**config.mk**
```make
export PLATFORM = sky130hd
export DESIGN_NAME = dma_read_engine
export DESIGN_NICKNAME = d
export VERILOG_FILES = /design/src/rtl/dma_read_pkg.sv /design/src/rtl/dma_addr_gen.sv /design/src/rtl/dma_read_engine.sv
export SDC_FILE = /design/constraint.sdc
export NUM_CORES = 1
export LEC_CHECK = 0
export BUFFER_PORTS_ARGS = -buffer_cell sky130_fd_sc_hd__buf_2
export CORE_AREA = 2 2 80 97
export DETAILED_ROUTE_END_ITERATION = 16
export DIE_AREA = 0 0 82 99
export GPL_TIMING_DRIVEN = 0
export PLACE_DENSITY = 0.85
export SYNTH_ARGS = -nofsm -noshare
export SYNTH_HDL_FRONTEND = slang
export SYNTH_SLANG_ARGS = --single-unit
```
**constraint.sdc**
```tcl
create_clock -name clk -period 3.45 [get_ports clk]
set_input_delay 0.345 -clock clk [delete_from_list [all_inputs] [get_ports clk]]
set_output_delay 0.345 -clock clk [all_outputs]
set_load 0.03 [all_outputs]
```
**src/rtl/dma_read_pkg.sv**
```systemverilog
// Shared definitions for the DMA read engine: FSM encoding, ctrl_reg bit
// positions and a sizing helper for the burst beat counter.
package dma_read_pkg;

    typedef enum logic [2:0] {
        ST_IDLE    = 3'd0,
        ST_BUS_REQ = 3'd1,
        ST_READ    = 3'd2,
        ST_RELEASE = 3'd3,
        ST_DONE    = 3'd4
    } state_t;

    localparam int CTRL_ACTIVE = 0;
    localparam int CTRL_MODE   = 1;
    localparam int CTRL_INC    = 2;
    localparam int CTRL_ABORT  = 3;

    // Counter width able to hold 0 .. burst_max-1 (at least one bit).
    function automatic int beat_cnt_width(input int burst_max);
        return (burst_max > 1) ? $clog2(burst_max) : 1;
    endfunction

endpackage

```
**src/rtl/dma_addr_gen.sv**
```systemverilog
// Address, remaining-word and burst-beat bookkeeping for the DMA read engine.
// The FSM in dma_read_engine drives load/step/clear and consumes last/burst_end.
module dma_addr_gen
    import dma_read_pkg::*;
#(
    parameter int DATA_W    = 32,
    parameter int ADDR_W    = 32,
    parameter int CNT_W     = 16,
    parameter int BURST_MAX = 8
) (
    input  logic              clk,
    input  logic              reset,
    input  logic              load,
    input  logic              step,
    input  logic              clear,
    input  logic              inc,
    input  logic [ADDR_W-1:0] start_addr,
    input  logic [CNT_W-1:0]  start_count,
    output logic [ADDR_W-1:0] cur_addr,
    output logic              last,
    output logic              burst_end
);

    localparam int BW = beat_cnt_width(BURST_MAX);
    localparam logic [ADDR_W-1:0] STRIDE    = ADDR_W'(DATA_W / 8);
    localparam logic [BW-1:0]     BEAT_LAST = BW'(BURST_MAX - 1);

    logic [CNT_W-1:0] cur_count;
    logic [BW-1:0]    beat_cnt;

    // Address arithmetic wraps naturally modulo 2^ADDR_W.
    always_ff @(posedge clk or negedge reset) begin
        if (!reset) begin
            cur_addr  <= '0;
            cur_count <= '0;
            beat_cnt  <= '0;
        end else if (load) begin
            cur_addr  <= start_addr;
            cur_count <= start_count;
            beat_cnt  <= '0;
        end else begin
            if (step) begin
                cur_count <= cur_count - CNT_W'(1);
                beat_cnt  <= beat_cnt + BW'(1);
                if (inc) begin
                    cur_addr <= cur_addr + STRIDE;
                end
            end
            if (clear) begin
                beat_cnt <= '0;
            end
        end
    end

    assign last      = (cur_count == CNT_W'(1));
    assign burst_end = (beat_cnt == BEAT_LAST);

endmodule

```
**src/rtl/dma_read_engine.sv**
```systemverilog
// DMA read engine: arbitrates for the memory bus and streams count_reg words
// into the destination FIFO in bounded bursts. Optional abort: DMA_READ_ABORT_EN.
module dma_read_engine
    import dma_read_pkg::*;
#(
    parameter int DATA_W    = 32,
    parameter int ADDR_W    = 32,
    parameter int CNT_W     = 16,
    parameter int BURST_MAX = 8
) (
    input  logic              clk,
    input  logic              reset,
    input  logic [3:0]        ctrl_reg,
    input  logic [ADDR_W-1:0] addr_reg,
    input  logic [CNT_W-1:0]  count_reg,
    output logic              mem_request,
    input  logic              mem_grant,
    output logic [ADDR_W-1:0] mem_addr,
    output logic              rx_enable,
    input  logic [DATA_W-1:0] mem_rd_data,
    input  logic              full,
    output logic              wr_enable,
    output logic [DATA_W-1:0] wr_data,
    output logic              busy,
    output logic              rx_done,
    output logic              err_zero,
    output logic              aborted
);

    state_t            state;
    state_t            state_nxt;
    logic              active_q;
    logic              launch;
    logic              beat;
    logic              abort_req;
    logic [ADDR_W-1:0] cur_addr;
    logic              last;
    logic              burst_end;

    assign launch = (state == ST_IDLE) && ctrl_reg[CTRL_ACTIVE] && !active_q
                    && !ctrl_reg[CTRL_MODE];

`ifdef DMA_READ_ABORT_EN
    logic abort_pend;
    logic aborted_q;

    assign abort_req = ctrl_reg[CTRL_ABORT] &&
                       ((state == ST_BUS_REQ) || (state == ST_READ) || (state == ST_RELEASE));
    assign aborted   = aborted_q;
`else
    logic unused_abort_bit;

    assign unused_abort_bit = ctrl_reg[CTRL_ABORT];
    assign abort_req        = 1'b0;
    assign aborted          = 1'b0;
`endif

    // Handshake: a beat transfers one word when the engine is in READ, the
    // arbiter grants the bus and the FIFO is not full; the RAM answers in the
    // same cycle and the word is written to the FIFO in that cycle.
    assign beat = (state == ST_READ) && mem_grant && !full && !abort_req;

    dma_addr_gen #(
        .DATA_W    (DATA_W),
        .ADDR_W    (ADDR_W),
        .CNT_W     (CNT_W),
        .BURST_MAX (BURST_MAX)
    ) u_addr_gen (
        .clk         (clk),
        .reset       (reset),
        .load        (launch),
        .step        (beat),
        .clear       (state == ST_RELEASE),
        .inc         (ctrl_reg[CTRL_INC]),
        .start_addr  (addr_reg),
        .start_count (count_reg),
        .cur_addr    (cur_addr),
        .last        (last),
        .burst_end   (burst_end)
    );

    always_ff @(posedge clk or negedge reset) begin
        if (!reset) begin
            state <= ST_IDLE;
        end else begin
            state <= state_nxt;
        end
    end

    always_comb begin
        state_nxt = state;
        case (state)
            ST_IDLE: begin
                if (launch) begin
                    state_nxt = (count_reg == '0) ? ST_DONE : ST_BUS_REQ;
                end
            end
            ST_BUS_REQ: begin
                if (mem_grant && !full) begin
                    state_nxt = ST_READ;
                end
            end
            ST_READ: begin
                if (!mem_grant) begin
                    state_nxt = ST_BUS_REQ;
                end else if (beat) begin
                    if (last) begin
                        state_nxt = ST_DONE;
                    end else if (burst_end) begin
                        state_nxt = ST_RELEASE;
                    end
                end
            end
            ST_RELEASE: state_nxt = ST_BUS_REQ;
            ST_DONE:    state_nxt = ST_IDLE;
            default:    state_nxt = ST_IDLE;
        endcase
        if (abort_req) begin
            state_nxt = ST_DONE;
        end
    end

    always_comb begin
        mem_request = (state == ST_BUS_REQ) || (state == ST_READ);
        rx_enable   = (state == ST_READ);
        mem_addr    = (state == ST_READ) ? cur_addr : '0;
        wr_enable   = beat;
        wr_data     = beat ? mem_rd_data : '0;
        busy        = (state != ST_IDLE);
    end

    // Sticky status flags; a launch clears them, DONE publishes completion.
    always_ff @(posedge clk or negedge reset) begin
        if (!reset) begin
            active_q   <= 1'b0;
            rx_done    <= 1'b0;
            err_zero   <= 1'b0;
`ifdef DMA_READ_ABORT_EN
            abort_pend <= 1'b0;
            aborted_q  <= 1'b0;
`endif
        end else begin
            active_q <= ctrl_reg[CTRL_ACTIVE];
            if (launch) begin
                rx_done  <= 1'b0;
                err_zero <= (count_reg == '0);
`ifdef DMA_READ_ABORT_EN
                abort_pend <= 1'b0;
                aborted_q  <= 1'b0;
`endif
            end
`ifdef DMA_READ_ABORT_EN
            if (abort_req) begin
                abort_pend <= 1'b1;
            end
            if (state == ST_DONE) begin
                aborted_q <= abort_pend;
            end
`endif
            if (state == ST_DONE) begin
                rx_done <= 1'b1;
            end
        end
    end

endmodule
```
After elaboration in Yosys (flattened, before gate mapping)
Index checks and enable logic that the tools add are counted.
{ "word_totals": {"regBits": 57, "inputBits": 88, "output_inout_bits": 71, "wordCells": 59} }
{ "op_classes": {"addsub": 3, "eq_ne": 10, "mux": 20, "n_reduce_logical": 19} }
{ "ops": {"columns": ["operator", "n"], "rows": [
  ["$mux W32", 5],
  ["$add A32 B3 Y32 const B", 1],
  ["$mux W16", 2],
  ["$mux W3", 10],
  ["$eq A16 B1 Y1 const B", 1],
  ["$logic_not A16 Y1", 1],
  ["$sub A16 B1 Y16 const B", 1],
  ["$pmux W3 S4", 1],
  ["$eq A3 B2 Y1 const B", 2],
  ["$eq A3 B3 Y1 const B", 2],
  ["$logic_and A1 B1 Y1", 6],
  ["$reduce_bool A2 Y1", 3],
  ["$reduce_bool A3 Y1", 2],
  ["$ne A2 B2 Y1 const B", 2],
  ["$ne A4 B2 Y1 const B", 1],
  ["$reduce_and A4 Y1", 1],
  ["$add A3 B1 Y3 const B", 1],
  ["$eq A3 B1 Y1 const B", 1],
  ["$logic_not A1 Y1", 3],
  ["$logic_not A3 Y1", 1],
  ["$ne A3 B2 Y1 const B", 1],
  ["$mux W1", 2],
  ["$reduce_and A2 Y1", 1],
  ["$logic_or A1 B1 Y1", 1]
]} }

Logic depth before layout (Yosys ltp)
Gate-level depths: netlist (run 1).
{ "logic_depth": {"word_depth": 6, "depth_mapped": 8, "ltp_nobuf": 6} }

Hierarchy
Synthesis (run 1) repeated with hierarchy kept, for this count alone.
{ "hier_totals": {"hier_cells": 445, "hier_area_um2": 3769.9} }
{ "by_module_without_submodules": {"columns": ["module", "instances", "cells_each", "area_per_inst_um2", "seq_area_each_um2"], "rows": [
  ["dma_addr_gen", 1, 324, 2904.0, 1276.2],
  ["dma_read_engine", 1, 121, 865.8, 150.1]
]} }

Least setup slack after synthesis (run 1)
No wires, ideal clock.
{ "synth_path": {"path_type": "register to register", "startpoint": "register state[0]", "endpoint": "register u_addr_gen.cur_count[8]", "setup_time_ps": 70, "arrival_ps": 1949, "t_required_ps": 3380, "path_slack_ps": 1432, "path_stages_with_launch": 9, "path_buffers": 2, "synth_period_minus_slack_ps": 2018, "path_cell_list": "dfrtp_1 > buf_2 > and4bb_2 > buf_2 > nand2_2 > inv_2 > nand2_1 > or4_1 > nand3_1"} }
{ "synth_between": {"elab_cells_between_ends": 9, "classes_between": "eq/ne (1); mux (1); reduce/logical (7)"} }
{ "synth_rtl": {"columns": ["item", "line", "text"], "rows": [
  ["start: declaration", "dma_read_engine.sv:30", "state_t state;"],
  ["start signal: assignment", "dma_read_engine.sv:86", "state <= state_nxt;"],
  ["$eq A3 B2 Y1", "dma_read_engine.sv:61", "assign beat = (state == ST_READ) && mem_grant && !full && !abort_req;"],
  ["$logic_and A1 B1 Y1 (2 in a row)", "dma_read_engine.sv:61", null],
  ["via wr_enable", "dma_read_engine.sv:22", "output logic wr_enable,"],
  ["$reduce_bool A2 Y1 (no source line)", null, null],
  ["end signal: assignment", "dma_addr_gen.sv:39", "cur_count <= start_count;"],
  ["end signal: assignment", "dma_addr_gen.sv:43", "cur_count <= cur_count - CNT_W'(1);"],
  ["end: declaration", "dma_addr_gen.sv:28", "logic [CNT_W-1:0] cur_count;"]
]} }
The timed path passes the listed nets, and every way through them passes these cells.
A chain may end at the register's enable or synchronous reset.

Final worst setup path (run 1)
{ "layout_path": {"startpoint": "register state[0]", "endpoint": "output port wr_data[4]"} }
{ "layout_between": {"elab_chain_len": 4} }
{ "layout_rtl": {"columns": ["item", "line", "text"], "rows": [
  ["$eq A3 B2 Y1", "dma_read_engine.sv:61", null],
  ["$logic_and A1 B1 Y1 (2 in a row)", "dma_read_engine.sv:61", null],
  ["$mux W32", "dma_read_engine.sv:128", "wr_data = beat ? mem_rd_data : '0;"],
  ["end: declaration", "dma_read_engine.sv:23", "output logic [DATA_W-1:0] wr_data,"]
]} }
Every way passes these cells.

==> run metrics, run 1 <==
outcome=finished clean; CP max-delay cell=dfrtp_1; VDD IR max=0.3245 mV; Tcrit/Tclk final=0.7190; Comb power frac=0.381; worst stage delay on the critical path=0.37 ns; GP Congestion=0.9088; Seq pwr share=0.440; total track usage=0.2828; vias per inst=5.859; # Max-Cap Violations=0; CP endpoint kind=output pin; top cell type's share of synthesized area=0.3905; crit-path cells=buf_2 -> and4bb_2 -> buf_2 -> clkbuf_1 -> and3_1 -> buf_2; slew margin rel.=0.4350; met3 GRT Util=0.05311; Post-synth EDFFs=0; TritonCTS buffer count=9; DRT iter0 DRCs=329; Place WS=0.9718 ns; Clock Power Share=0.179; antenna violations before repair=0; H-tree levels=3; RSZ-0062 raised after global routing=no; Vert. Die Dim=99 µm; layout cell share with drive strength beyond 1=0.3086; reg2reg path depth=6; Layout Nets=697; Ys Warns=0; GRT met1 Usage=0.3258; Post-DP HPWL=8561 µm; grt total ovfl=0; critical path class=reg -> out; stages on the worst setup path=6; Sw Pwr=0.001265 W; CP max FO=10; Total Routed Length=11250 µm; Final min period=2.481 ns; area leader, netlist=dfrtp_1; Chip Width=82 µm; Power Internal=0.001685 W; Mapped Nets=530; Final Max Tran Viols=0; port bufs=156; grt peak-use layer=met2; I/O pins=159; startpoint types=flop; Syn Inst Count=437; Final Skew=0.008498 ns; Critical Path AT=2.14 ns; min-delay worst type=in -> async; Worst-path clk slew=0.07 ns; final setup fails=0; WP data required=3.11 ns; fillers=626; drt wl/cell=16.17 µm; Via Count=4078; Multi-input gate area=2086 µm²; clk buf depth=2; first-pass GRT wire length=17510 µm; Mapped Area=3652 µm²; syn_area_per_cell=8.358 µm²; worst setup margin=0.9695 ns; top area cells in the synthesized netlist=dfrtp_1 (39%), and3_1 (6.7%), nand2_1 (6.6%); largest net degree at the start of global routing=58; post-synthesis sequential area ratio=0.3905; met2 GRT Util=0.4978; Hold Violations, Final=0; die area=8118 µm²; Buf/Inv on CP=4; most used flip-flop cell after synthesis=dfrtp_1; Top delay family on crit path=buffers and inverters; FFs w/ async S/R, synth=1.000; Initial Util=0.5110; post-route ant nets=0; vias in the first global route=3878; FF/Latch Area=1426 µm²; total core area=7147 µm²; cts hold-fix bufs=0; # diodes=0; Synth cell types=53; DRC=0; fin cells=696; TritonCTS clock tree=done; synthesized flop and latch total=57; Sink Count=57; fmax=0.4031 GHz; Synth-to-Final Area Change=28.64%; setup TNS=0 ns; post-CTS resize count=0; Root Buffer Master=clkbuf_8; site row count=34; drt pass-1 iters=5; PwrDens=627.8 nW/µm²; Clock Latency Late Sink=0.35 ns; worst-margin pin slew=0.8398 ns; Switching Fraction=0.4287; cell mode on critical path=buf_2; setup bufs post-CTS=0; # placed instances=683; leakage=2.392 nW
cell usage after synthesis, types with 3 or more instances:
| library cell | n |
|---|---|
| a31oi_1 | 7 |
| a21oi_1 | 10 |
| and3_1 | 39 |
| nand3_1 | 30 |
| nor3_1 | 10 |
| inv_1 | 6 |
| or3_1 | 4 |
| nor4_1 | 11 |
| a21o_1 | 3 |
| xnor2_1 | 9 |
| nor2_1 | 29 |
| ha_1 | 5 |
| buf_2 | 4 |
| xor2_1 | 5 |
| dfrtp_1 | 57 |
| and2_1 | 30 |
| or4_1 | 3 |
| o211ai_1 | 17 |
| nand2_1 | 64 |
| nand4_1 | 6 |
| o311ai_0 | 9 |
| clkbuf_1 | 18 |
| a221o_1 | 3 |
| o21ai_0 | 20 |
| nand2b_1 | 3 |
final cells by class:
cell class | count | area share
inverters | 8 | 0.006391
well taps | 90 | 0.02397
multi-input cells | 347 | 0.4439
clock buffers | 12 | 0.03089
repair buffers | 156 | 0.1667
clock inverters | 1 | 0.001065
flip-flops and latches | 57 | 0.3036
plain buffers | 25 | 0.02344
final timing paths:
check | slack (ns) | startpoint | end
worst max-delay path | 0.97 | state[0] | wr_data[4]
worst min-delay path | 0.06 | reset | u_addr_gen.cur_addr[14]
worst max register to register | 1.07 | active_q | u_addr_gen.cur_count[8]
worst min register to register | 0.48 | u_addr_gen.cur_addr[0] | u_addr_gen.cur_addr[0]
max in group asynchronous | 2.91 | reset | u_addr_gen.cur_count[3]
min in group clk | 0.11 | ctrl_reg[0] | active_q
stage by stage:
| stage | hold WS (ns) | power (W) | cell area, µm² | util |
|---|---|---|---|---|
| floorplan | 0.04941 | 0.002035 | 3652 | - |
| global placement | 0.4501 | 0.002346 | 4546 | 0.6360 |
| detailed placement | 0.4663 | 0.002411 | 4546 | 0.6360 |
| CTS | 0.1042 | 0.002936 | 4696 | 0.6570 |
| global route | 0.1004 | 0.003146 | 4698 | 0.6574 |
| finish | 0.06175 | 0.002950 | 4698 | 0.6574 |
layout by cell type (no fill, tap or decap), drive strengths merged, types with 6 or more instances in the layout:
master / instances
a21oi: 10
nand2: 65
xnor2: 9
o211ai: 17
clkbuf: 30
buf: 163
nor4: 14
nor3: 10
o21ai: 20
nand4: 6
and2: 30
and3: 39
inv: 7
nor2: 29
nand3: 31
a31oi: 7
o311ai: 9
dfrtp: 57
cell families after synthesis:
logic type,share of synthesized area
AOI/OAI and AO/OA,0.1507
xor gates and xnor gates,0.03357
adders and majority gates,0.01713
buffers and inverters,0.03837
DFF,0.3905
muxes,0.006166
other,0.001027
and+or+nand+nor,0.3625
state kept, by name, summed over array words and instances, names as in the netlist:
name / flops
u_addr_gen.cur_addr: 32
rx_done: 1
err_zero: 1
active_q: 1
u_addr_gen.beat_cnt: 3
state: 3
u_addr_gen.cur_count: 16
worst reg2reg max path, delay by kind of cell, from the launching register on:
kind          cells  cell delay, ns
buf+inv           2            0.95
simple gates      4            1.01
flops             1            0.36
metal layers:
metal	wire length, µm	vias up
met3	919	32
li1	-	1934
met1	4316	1887
met4	341	0
met5	0	-
met2	5675	225
power groups by stage:
stage	Sequential (W)	Clock (W)	Combinational, W
2_1_floorplan	0.00120	0	0.000831
3_3_place_gp	0.00127	0	0.00107
3_5_place_dp	0.00130	0	0.00111
4_1_cts	0.00129	0.000528	0.00112
5_1_grt	0.00134	0.000564	0.00124
6_report	0.00130	0.000529	0.00112
(Power assumes the default switching activity.)
==> run 2: changes to the inputs <==
- CORE_AREA: 2 2 80 97 -> 2 2 83 101
- DIE_AREA: 0 0 82 99 -> 0 0 85 103
- PLACE_DENSITY: 0.85 -> 0.79
- clock period: 3.45 -> 2.4 ns (I/O delays scaled with it)
==> run metrics, run 2 (synthesis gave the netlist of run 1 again) <==
commonest non-fill, non-tap cell in the layout=buf_2; Worst Setup SP=state[0]; TritonCTS buffer count=9 (unchanged); drt pass-1 iters=5 (unchanged); post-route ant nets=0 (unchanged); fillers=706 (+13%); Final Max Tran Viols=0 (unchanged); reg-to-reg slack, setup=0.14 ns (-0.93 ns); Tcrit/Tclk final=0.9520; most frequent cells in the layout=buf_2 (159), nand2_1 (64), dfrtp_1 (57); VDD IR max=0.5567 mV (+72%); grt total ovfl=0 (unchanged); RSZ-0062 raised after global routing=no; CP Capture Point=wr_data[12]; PwrDens=912.7 nW/µm² (+45%); failing checks=negative hold slack; Final min period=2.285 ns; biggest regs=u_addr_gen.cur_addr: 32 flops, u_addr_gen.cur_count: 16 flops; DP Area=4552 µm² (+0.14%); Synth-to-Final Area Change=31.41%; Vert. Die Dim=103 µm (+4.0%); GRT met1 Usage=0.3046 (-0.02127); Top reg by flops=u_addr_gen.cur_addr; met2 GRT Util=0.5114 (+0.01361); Final Util=0.6089 (-0.04850); drt wl/cell=16.91 µm (+4.6%); TritonCTS clock tree=done; total core area=7883 µm² (+10%); largest net degree at the start of global routing=58 (unchanged); Total Routed Length=11890 µm (+5.7%); critical path class=reg -> out; Worst-path clk slew=0.07 ns (about the same); Layout Nets=697 (unchanged); final setup fails=0 (unchanged); first-pass GRT wire length=18640 µm (+6.5%); Final Cell Area=4800 µm² (+2.2%); reg2reg path depth=6 (unchanged); Root Buffer Master=clkbuf_8; min-delay worst type=in -> async; Final Skew=0.01120 ns (+0.002705 ns); I/O pins=159 (unchanged); Initial Util=0.4633 (-0.04770); WP data required=2.16 ns (-0.95 ns); grt peak-use layer=met2; # diodes=0 (unchanged); fmax=0.4377 GHz; DRT iter0 DRCs=264 (-20%); Fin Hold WS=-0.04842 ns (-0.1102 ns); site row count=36 (+5.9%); Via Count=4084 (+0.15%); Chip Width=85 µm (+3.7%); clk buf depth=2 (unchanged); Sink Count=57 (unchanged); # Max-Cap Violations=0 (unchanged); fin cells=703 (+1.0%); outcome=complete, but fails checks; Clock Latency Late Sink=0.34 ns (about the same); layout cell share with drive strength beyond 1=0.3339 (+0.02530); vias per inst=5.809 (-0.85%); worst reg2reg startpoint=state[2]; startpoint types=flop; CP endpoint kind=output pin; worst-margin pin slew=0.7301 ns (-0.1097 ns); setup bufs post-CTS=0 (unchanged); Critical Path AT=2.04 ns (-0.10 ns); CP max FO=10 (unchanged); antenna violations before repair=0 (unchanged); total track usage=0.2729 (-0.009874); GP Congestion=0.9097 (about the same); Hold Violations, Final=57 (+57); met3 GRT Util=0.04564 (-0.007477); port bufs=156 (unchanged); die area=8755 µm² (+7.8%); # placed instances=688 (+0.73%); leakage=2.467 nW (+3.1%); RR Endpoint=u_addr_gen.cur_addr[31]; vias in the first global route=3932 (+1.4%); H-tree levels=3 (unchanged); DRC=0 (unchanged); setup TNS=0 ns (unchanged); Post-DP HPWL=8946 µm (+4.5%); slew margin rel.=0.5133 (+0.07830); Largest register FFs=32 (unchanged)
## run 2: cell types whose count changed in the layout (fill, tap and decap cells not counted), moves of 2 or more
cell	previous run	this run
nor4_1	11	9
nor4_4	1	4
clkbuf_1	20	12
clkbuf_8	10	12
clkbuf_2	0	7
## run 2: how the worst min path moves through the flow
stage                               to  cells after the start
3_5_place_dp                  active_q                      1
5_1_grt                       active_q                      1
6_report       u_addr_gen.cur_addr[12]                      1
3_3_place_gp                  active_q                      1
2_1_floorplan                 active_q                      0
4_1_cts                       active_q                      1
## run 2: what timing repair did
item | in CTS | in global routing
cloned | 0 | 0
gates resized for setup | 5 | 16
hold buffers | 0 | 0
endpoints found under the setup margin | 14 | 57
## run 2: area by class of cell
| class | count | area (µm²) | area share |
|---|---|---|---|
| buffer | 25 | 122.6 | 0.02555 |
| clock buffer | 13 | 168.9 | 0.03519 |
| clock inverter | 2 | 12.51 | 0.002607 |
| inverter | 8 | 30.03 | 0.006257 |
| multi-input combinational | 347 | 2137 | 0.4453 |
| sequential | 57 | 1426 | 0.2972 |
| tap | 95 | 118.9 | 0.02477 |
| timing repair buffer | 156 | 783.3 | 0.1632 |
## run 2: layer usage
layer	wire (µm)	part of all wire
met1	4442	0.37
met2	6277	0.53
met3	968	0.081
met4	199	0.017
met5	0	0
## run 2: critical path, cell delays in order (launching register included)
cell and delay (ns):
dfrtp_1 0.37, buf_2 0.17, and4bb_2 0.28, clkbuf_4 0.21, clkbuf_2 0.22, and3_1 0.24
buf_2 0.22
## run 2: through the flow
stage,total power (W),hold slack (ns),setup WS [ns]
after floorplan,0.002926,-0.05559,0.3816
after global routing,0.004676,0.0002952,0.02572
after global placement,0.003386,0.3611,-0.02549
after CTS,0.004328,0.001408,0.007323
after detailed placement,0.003484,0.3612,-0.05281
final,0.004381,-0.04842,0.1151
## run 2: where the power goes
part	internal (W)	switching (W)	total, W
Sequential	0.00138	0.000494	0.00188
Clock	0.000452	0.000383	0.000835
Combinational	0.000665	0.00100	0.00167
